File: src/rtl/gpio_in_if.sv
// Bus-side view of the GPIO input conditioner: configuration, clear pulses and conditioned outputs.
// The register block holds the master side and the conditioner holds the slave side.
interface gpio_in_if #(
    parameter int PINS          = 32,
    parameter int DEBOUNCE_BITS = 8
);
    logic [DEBOUNCE_BITS-1:0] db_limit;
    logic [PINS-1:0]          rise_en;
    logic [PINS-1:0]          fall_en;
    logic [PINS-1:0]          irq_clear;
    logic [PINS-1:0]          in_clean;
    logic [PINS-1:0]          irq_pending;
    logic                     irq;

    modport master (
        output db_limit, rise_en, fall_en, irq_clear,
        input  in_clean, irq_pending, irq
    );

    modport slave (
        input  db_limit, rise_en, fall_en, irq_clear,
        output in_clean, irq_pending, irq
    );
endinterface

File: src/rtl/gpio_input_conditioner.sv
// Pin-side front end: synchroniser chain, optional debounce (GPIO_IN_DEBOUNCE_EN), and sticky
// per-pin edge flags with a registered-source level interrupt.
module gpio_input_conditioner #(
    parameter int PINS          = 32,
    parameter int SYNC_STAGES   = 2,
    parameter int DEBOUNCE_BITS = 8
) (
    input  logic            clock,
    input  logic            reset,
    input  logic [PINS-1:0] pins_in,
    gpio_in_if.slave        bus
);

    logic [PINS-1:0] sync_q [SYNC_STAGES];
    logic [PINS-1:0] sync;
    logic [PINS-1:0] in_clean_q;
    logic [PINS-1:0] in_prev_q;
    logic [PINS-1:0] pending_q;
    logic [PINS-1:0] rise;
    logic [PINS-1:0] fall;

    // Plain flop chain; nothing may sit between stages or metastability can leak through.
    always_ff @(posedge clock or posedge reset) begin
        if (reset) begin
            for (int s = 0; s < SYNC_STAGES; s++) sync_q[s] <= '0;
        end else begin
            // NOTE: non-blocking assignments let every stage sample the previous stage's old value.
            sync_q[0] <= pins_in;
            for (int s = 1; s < SYNC_STAGES; s++) sync_q[s] <= sync_q[s-1];
        end
    end

    assign sync = sync_q[SYNC_STAGES-1];

`ifdef GPIO_IN_DEBOUNCE_EN
    logic [DEBOUNCE_BITS-1:0] cnt_q [PINS];

    // ">=" lets a db_limit lowered mid-count release the pin on the very next edge.
    always_ff @(posedge clock or posedge reset) begin
        if (reset) begin
            // NOTE: the counter array is reset too, so a reset mid-debounce discards any partial count.
            for (int i = 0; i < PINS; i++) cnt_q[i] <= '0;
            in_clean_q <= '0;
        end else begin
            for (int i = 0; i < PINS; i++) begin
                if (sync[i] == in_clean_q[i]) begin
                    cnt_q[i] <= '0;
                end else if (cnt_q[i] >= bus.db_limit) begin
                    in_clean_q[i] <= sync[i];
                    cnt_q[i]      <= '0;
                end else begin
                    cnt_q[i] <= cnt_q[i] + 1'b1;
                end
            end
        end
    end
`else
    logic [DEBOUNCE_BITS-1:0] unused_db_limit;
    assign unused_db_limit = bus.db_limit;

    always_ff @(posedge clock or posedge reset) begin
        if (reset) in_clean_q <= '0;
        else       in_clean_q <= sync;
    end
`endif

    assign rise = in_clean_q & ~in_prev_q;
    assign fall = ~in_clean_q & in_prev_q;

    // A new edge in the same cycle as a clear pulse keeps the flag set.
    always_ff @(posedge clock or posedge reset) begin
        if (reset) begin
            in_prev_q <= '0;
            pending_q <= '0;
        end else begin
            in_prev_q <= in_clean_q;
            pending_q <= (pending_q & ~bus.irq_clear)
                       | (rise & bus.rise_en)
                       | (fall & bus.fall_en);
        end
    end

    assign bus.in_clean    = in_clean_q;
    assign bus.irq_pending = pending_q;
    assign bus.irq         = |pending_q;

endmodule

File: src/flat_wrapper.sv
// flat-port wrapper written by rule: the top's interface ports become plain ports
module gpio_input_conditioner_flat 
#(
    parameter int PINS          = 32,
    parameter int SYNC_STAGES   = 2,
    parameter int DEBOUNCE_BITS = 8
)
  (clock, reset, pins_in, bus_db_limit, bus_rise_en, bus_fall_en, bus_irq_clear, bus_in_clean, bus_irq_pending, bus_irq);
  gpio_in_if #(.PINS(PINS), .DEBOUNCE_BITS(DEBOUNCE_BITS)) bus_i ();
  input  logic clock;
  input  logic reset;
  input  logic [PINS-1:0] pins_in;
  input wire logic [$bits(bus_i.db_limit)-1:0] bus_db_limit;
  input wire logic [$bits(bus_i.rise_en)-1:0] bus_rise_en;
  input wire logic [$bits(bus_i.fall_en)-1:0] bus_fall_en;
  input wire logic [$bits(bus_i.irq_clear)-1:0] bus_irq_clear;
  output wire logic [$bits(bus_i.in_clean)-1:0] bus_in_clean;
  output wire logic [$bits(bus_i.irq_pending)-1:0] bus_irq_pending;
  output wire logic [$bits(bus_i.irq)-1:0] bus_irq;
  assign bus_i.db_limit = bus_db_limit;
  assign bus_i.rise_en = bus_rise_en;
  assign bus_i.fall_en = bus_fall_en;
  assign bus_i.irq_clear = bus_irq_clear;
  assign bus_in_clean = bus_i.in_clean;
  assign bus_irq_pending = bus_i.irq_pending;
  assign bus_irq = bus_i.irq;
  gpio_input_conditioner #(.PINS(PINS), .SYNC_STAGES(SYNC_STAGES), .DEBOUNCE_BITS(DEBOUNCE_BITS)) u_core (.clock(clock), .reset(reset), .pins_in(pins_in), .bus(bus_i));
endmodule
File: config.mk
export PLATFORM = sky130hd
export DESIGN_NAME = gpio_input_conditioner_flat
export DESIGN_NICKNAME = d
export VERILOG_FILES = /design/src/rtl/gpio_in_if.sv /design/src/rtl/gpio_input_conditioner.sv /design/src/flat_wrapper.sv
export SDC_FILE = /design/constraint.sdc
export NUM_CORES = 1
export LEC_CHECK = 0
export CAP_MARGIN = 5
export CORE_MARGIN = 5
export CORE_UTILIZATION = 35
export DETAILED_ROUTE_END_ITERATION = 12
export GPL_TIMING_DRIVEN = 1
export PLACE_DENSITY = 0.68
export SLEW_MARGIN = 20
export SYNTH_ARGS = -nofsm -noshare
export SYNTH_HDL_FRONTEND = slang
export SYNTH_SLANG_ARGS = --single-unit
File: constraint.sdc
create_clock -name clock -period 11.5 [get_ports clock]
set_input_delay 1.725 -clock clock [delete_from_list [all_inputs] [get_ports clock]]
set_output_delay 1.725 -clock clock [all_outputs]
set_load 0.05 [all_outputs]
==> impl_results.md <==
* Status: finished, final reports clean
* Fraction of synthesized area in multiplexers at 0%
* Sequential cell area at 0.00400 mm^2
* Nets@finish at 653
* Largest family of logic cells by synthesized area: simple AND/OR/NAND/NOR gates
* Buf+Inv Stages, Crit Path at 1
* DRC Markers at 0
* DIE WIDTH at 128 um
* Global-route wire length before repair at 17,000 um
* Final setup fails at 0
* FF+latch count, synth at 160
* Kind of critical path: reg2out
* Hold Vio Cnt, Final at 0
* Final Slew Violations at 0
* Footprint of the multi-input gates at between 800 and 900 um^2
* DP HPWL at ~7800 um
* Vias per inst at roughly 4.3
* Worst Hold Path EP: u_core.bus.in_clean[27]$_DFF_PP0_
* Synth Warn # at 0
* Setup Fix Bufs, Post-CTS at 0
* Worst setup EP type: primary output
* Syn Nets at 439
* H-tree depth at 4
* GPL Wtd Cong at 0.820
* Filler cells at 1,163
* Fin crit period at roughly 4.2 ns
* Largest net degree at the start of global routing at 84
* Worst-path cell chain: nor4_1, nand4_1, or2_1, clkdlybuf4s50_1
* Synth Area in Compound Gates at 5.04%
* Iteration-0 DRC Markers at ~170
* CTS resizes at 0
* Layout cell share with drive strength beyond 1 at roughly 6.6%
* Via count at 3,074
* Crit Reg-Reg Startpoint: u_core.bus.in_clean[30]$_DFF_PP0_
* XOR/XNOR Fraction of Synth Area at 0%
* Antenna cells at 0
* Leakage at ~0.0032 uW
* Worst setup SP type: flop
* Hold_sp: u_core.sync[27]$_DFF_PP0_
* CTS root buf: clkbuf_16
* Cell Count, Final, Fillers Out at 708
* Synth Instances at ~300
* Total Die Area at ~0.016 mm^2
* DP Cell Count at 676
* Clock Skew at roughly 0.0042 ns
* Worst Max-Slew Pin Slew at 0.705 ns
* Gr ovfl total at 0
* Total CTS buffers at 17
* Max FO, Critical Path at 3
* Drt first pass iters at 4
* Max Clock Freq at 239 MHz
* CP max stage delay at around 0.7 ns
* Total power at 1420 uW
* RSZ-0062 raised after global routing: no
* Post-DP Area at 0.00707 mm^2
* Clock Latency Late Sink at 0.41 ns
* Relative slew slack at 53.0%
* Slowest-stage cell, CP: clkdlybuf4s50_1
* Total negative slack at 0 ns
* Vias in the first global route at 3,406
* Core area at 0.0138 mm^2
* Pwr Density at 183 mW/mm^2
* Clk slew on worst S/H paths at 0.06 ns
* Clock sink count at 160
* CTS tree: done
* Routed WL at 10,500 um
* Port Buffers at about 190
* Global Route Usage Sum at between 10% and 20%
* Synth Area in Simple Gates at 12.9%
* CP top delay family: simple AND/OR/NAND/NOR gates
* Sequential area share after synthesis at around four fifths
* Final ANT Viol Nets at 0
* WHS Path Cells at 0
* Final period util at 36.4%
* Worst R2R End: u_core.bus.irq_pending[30]$_DFF_PP0_
* Cell Area, Synth at 0.00489 mm^2
* Die height at 128 um
* Maximum VDD drop at 0.0000934 V
* WL/cell at around 15 um
* Reg2Reg Depth at 3
* Distinct cells, synth at 13
* Starting density of the core at 35.5%
* # IOs at roughly 200
* Hold/Removal Path Class: reg2reg
* P&R area growth vs syn at 58.2%
* Clock buffer depth at 2
* Post-route design area at 0.00773 mm^2
* Mapped Avg Cell Area at between 15 and 20 um^2
* Initial antenna violation count at 0
* Critical path arrival at about 2.5 ns
* Synth Area in Adders at 0%
* FP Rows at 43
* Required @ worst endpoint at slightly below 10 ns
* Setup slack, reg-to-reg at 10.71 ns
* Post-CTS Hold Buffers at 0
* Max cap viols at 0
worst max-delay path by stage:
| stage | start | endpoint | slack [ns] | cells past startpoint |
|---|---|---|---|---|
| floorplan | reset | u_core.bus.in_clean[0]$_DFF_PP0_ | 5.46 | 1 |
| global placement | u_core.bus.irq_pending[12]$_DFF_PP0_ | bus_irq | 7.60 | 4 |
| detailed placement | u_core.bus.irq_pending[12]$_DFF_PP0_ | bus_irq | 7.61 | 4 |
| CTS | u_core.bus.irq_pending[12]$_DFF_PP0_ | bus_irq | 7.15 | 4 |
| global route | u_core.bus.irq_pending[12]$_DFF_PP0_ | bus_irq | 7.12 | 4 |
| finish | u_core.bus.irq_pending[12]$_DFF_PP0_ | bus_irq | 7.31 | 4 |
state kept, by name, summed over array words and instances, names as in the netlist:
register and count:
u_core.bus.in_clean 32, u_core.bus.irq_pending 32, u_core.in_prev_q 32, u_core.sync 32
u_core.sync_q 32
layer usage:
metal	up-vias	part of all wire, %	global-route usage (%)
li1	1477	-	-
met2	114	49	21.5
met5	-	0	0
met1	1461	41	16.3
met4	0	2.4	6.49
met3	22	7.1	4.71
layout by cell type, fill, tap and decap left out, drive strengths merged:
cell type      count
clkinvlp           1
inv                4
clkbuf            19
nor4               8
dfrtp            160
nand4              2
clkdlybuf4s50    194
nand2b            28
o22a               1
buf                1
nand2             33
or2                1
o21ai              1
or2b               3
o211ai            31
nand3b            31
bufinv             5
clkinv             5
cell usage after synthesis:
cell,n,area (um^2)
dfrtp_1,160,4000
nand2_1,33,124
nand3b_1,31,233
o211ai_1,31,233
nand2b_1,28,175
nor4_1,7,43.8
or2b_1,3,22.5
inv_1,2,7.51
nand4_1,2,12.5
nor4_2,1,12.5
o21ai_0,1,5.00
o22a_1,1,8.76
or2_1,1,6.26
where the power goes:
group,total [uW],internal [uW],switching (uW),leakage (uW)
registers,621,598,22.5,0.00188
logic,182,81.9,100,0.00101
clock network,612,398,215,0.000324
layout make-up:
type / count / area share (%)
repair buffers: 195 / 25.3
inverters: 2 / 0.162
clock inverters: 13 / 2.69
flip-flops and latches: 160 / 51.8
well taps: 180 / 2.91
multi-input cells: 139 / 11.3
clock buffers: 19 / 5.86
cells by family (layout without fill, tap and decap cells):
family                 Yosys count  after routing
DFF                            160            160
and+or+nand+nor                106            106
AOI/OAI and AO/OA               33             33
buffers and inverters            2            229
per-stage QoR:
step           worst slack (ns)  hold WS, ns  util (%)
2_1_floorplan              5.46        0.331         -
3_3_place_gp               7.60        0.331      51.3
3_5_place_dp               7.61        0.335      51.3
4_1_cts                    7.15        0.346      56.1
5_1_grt                    7.12        0.351      56.1
6_report                   7.31        0.345      56.1
No activity file was read; power rests on OpenSTA's default activity.
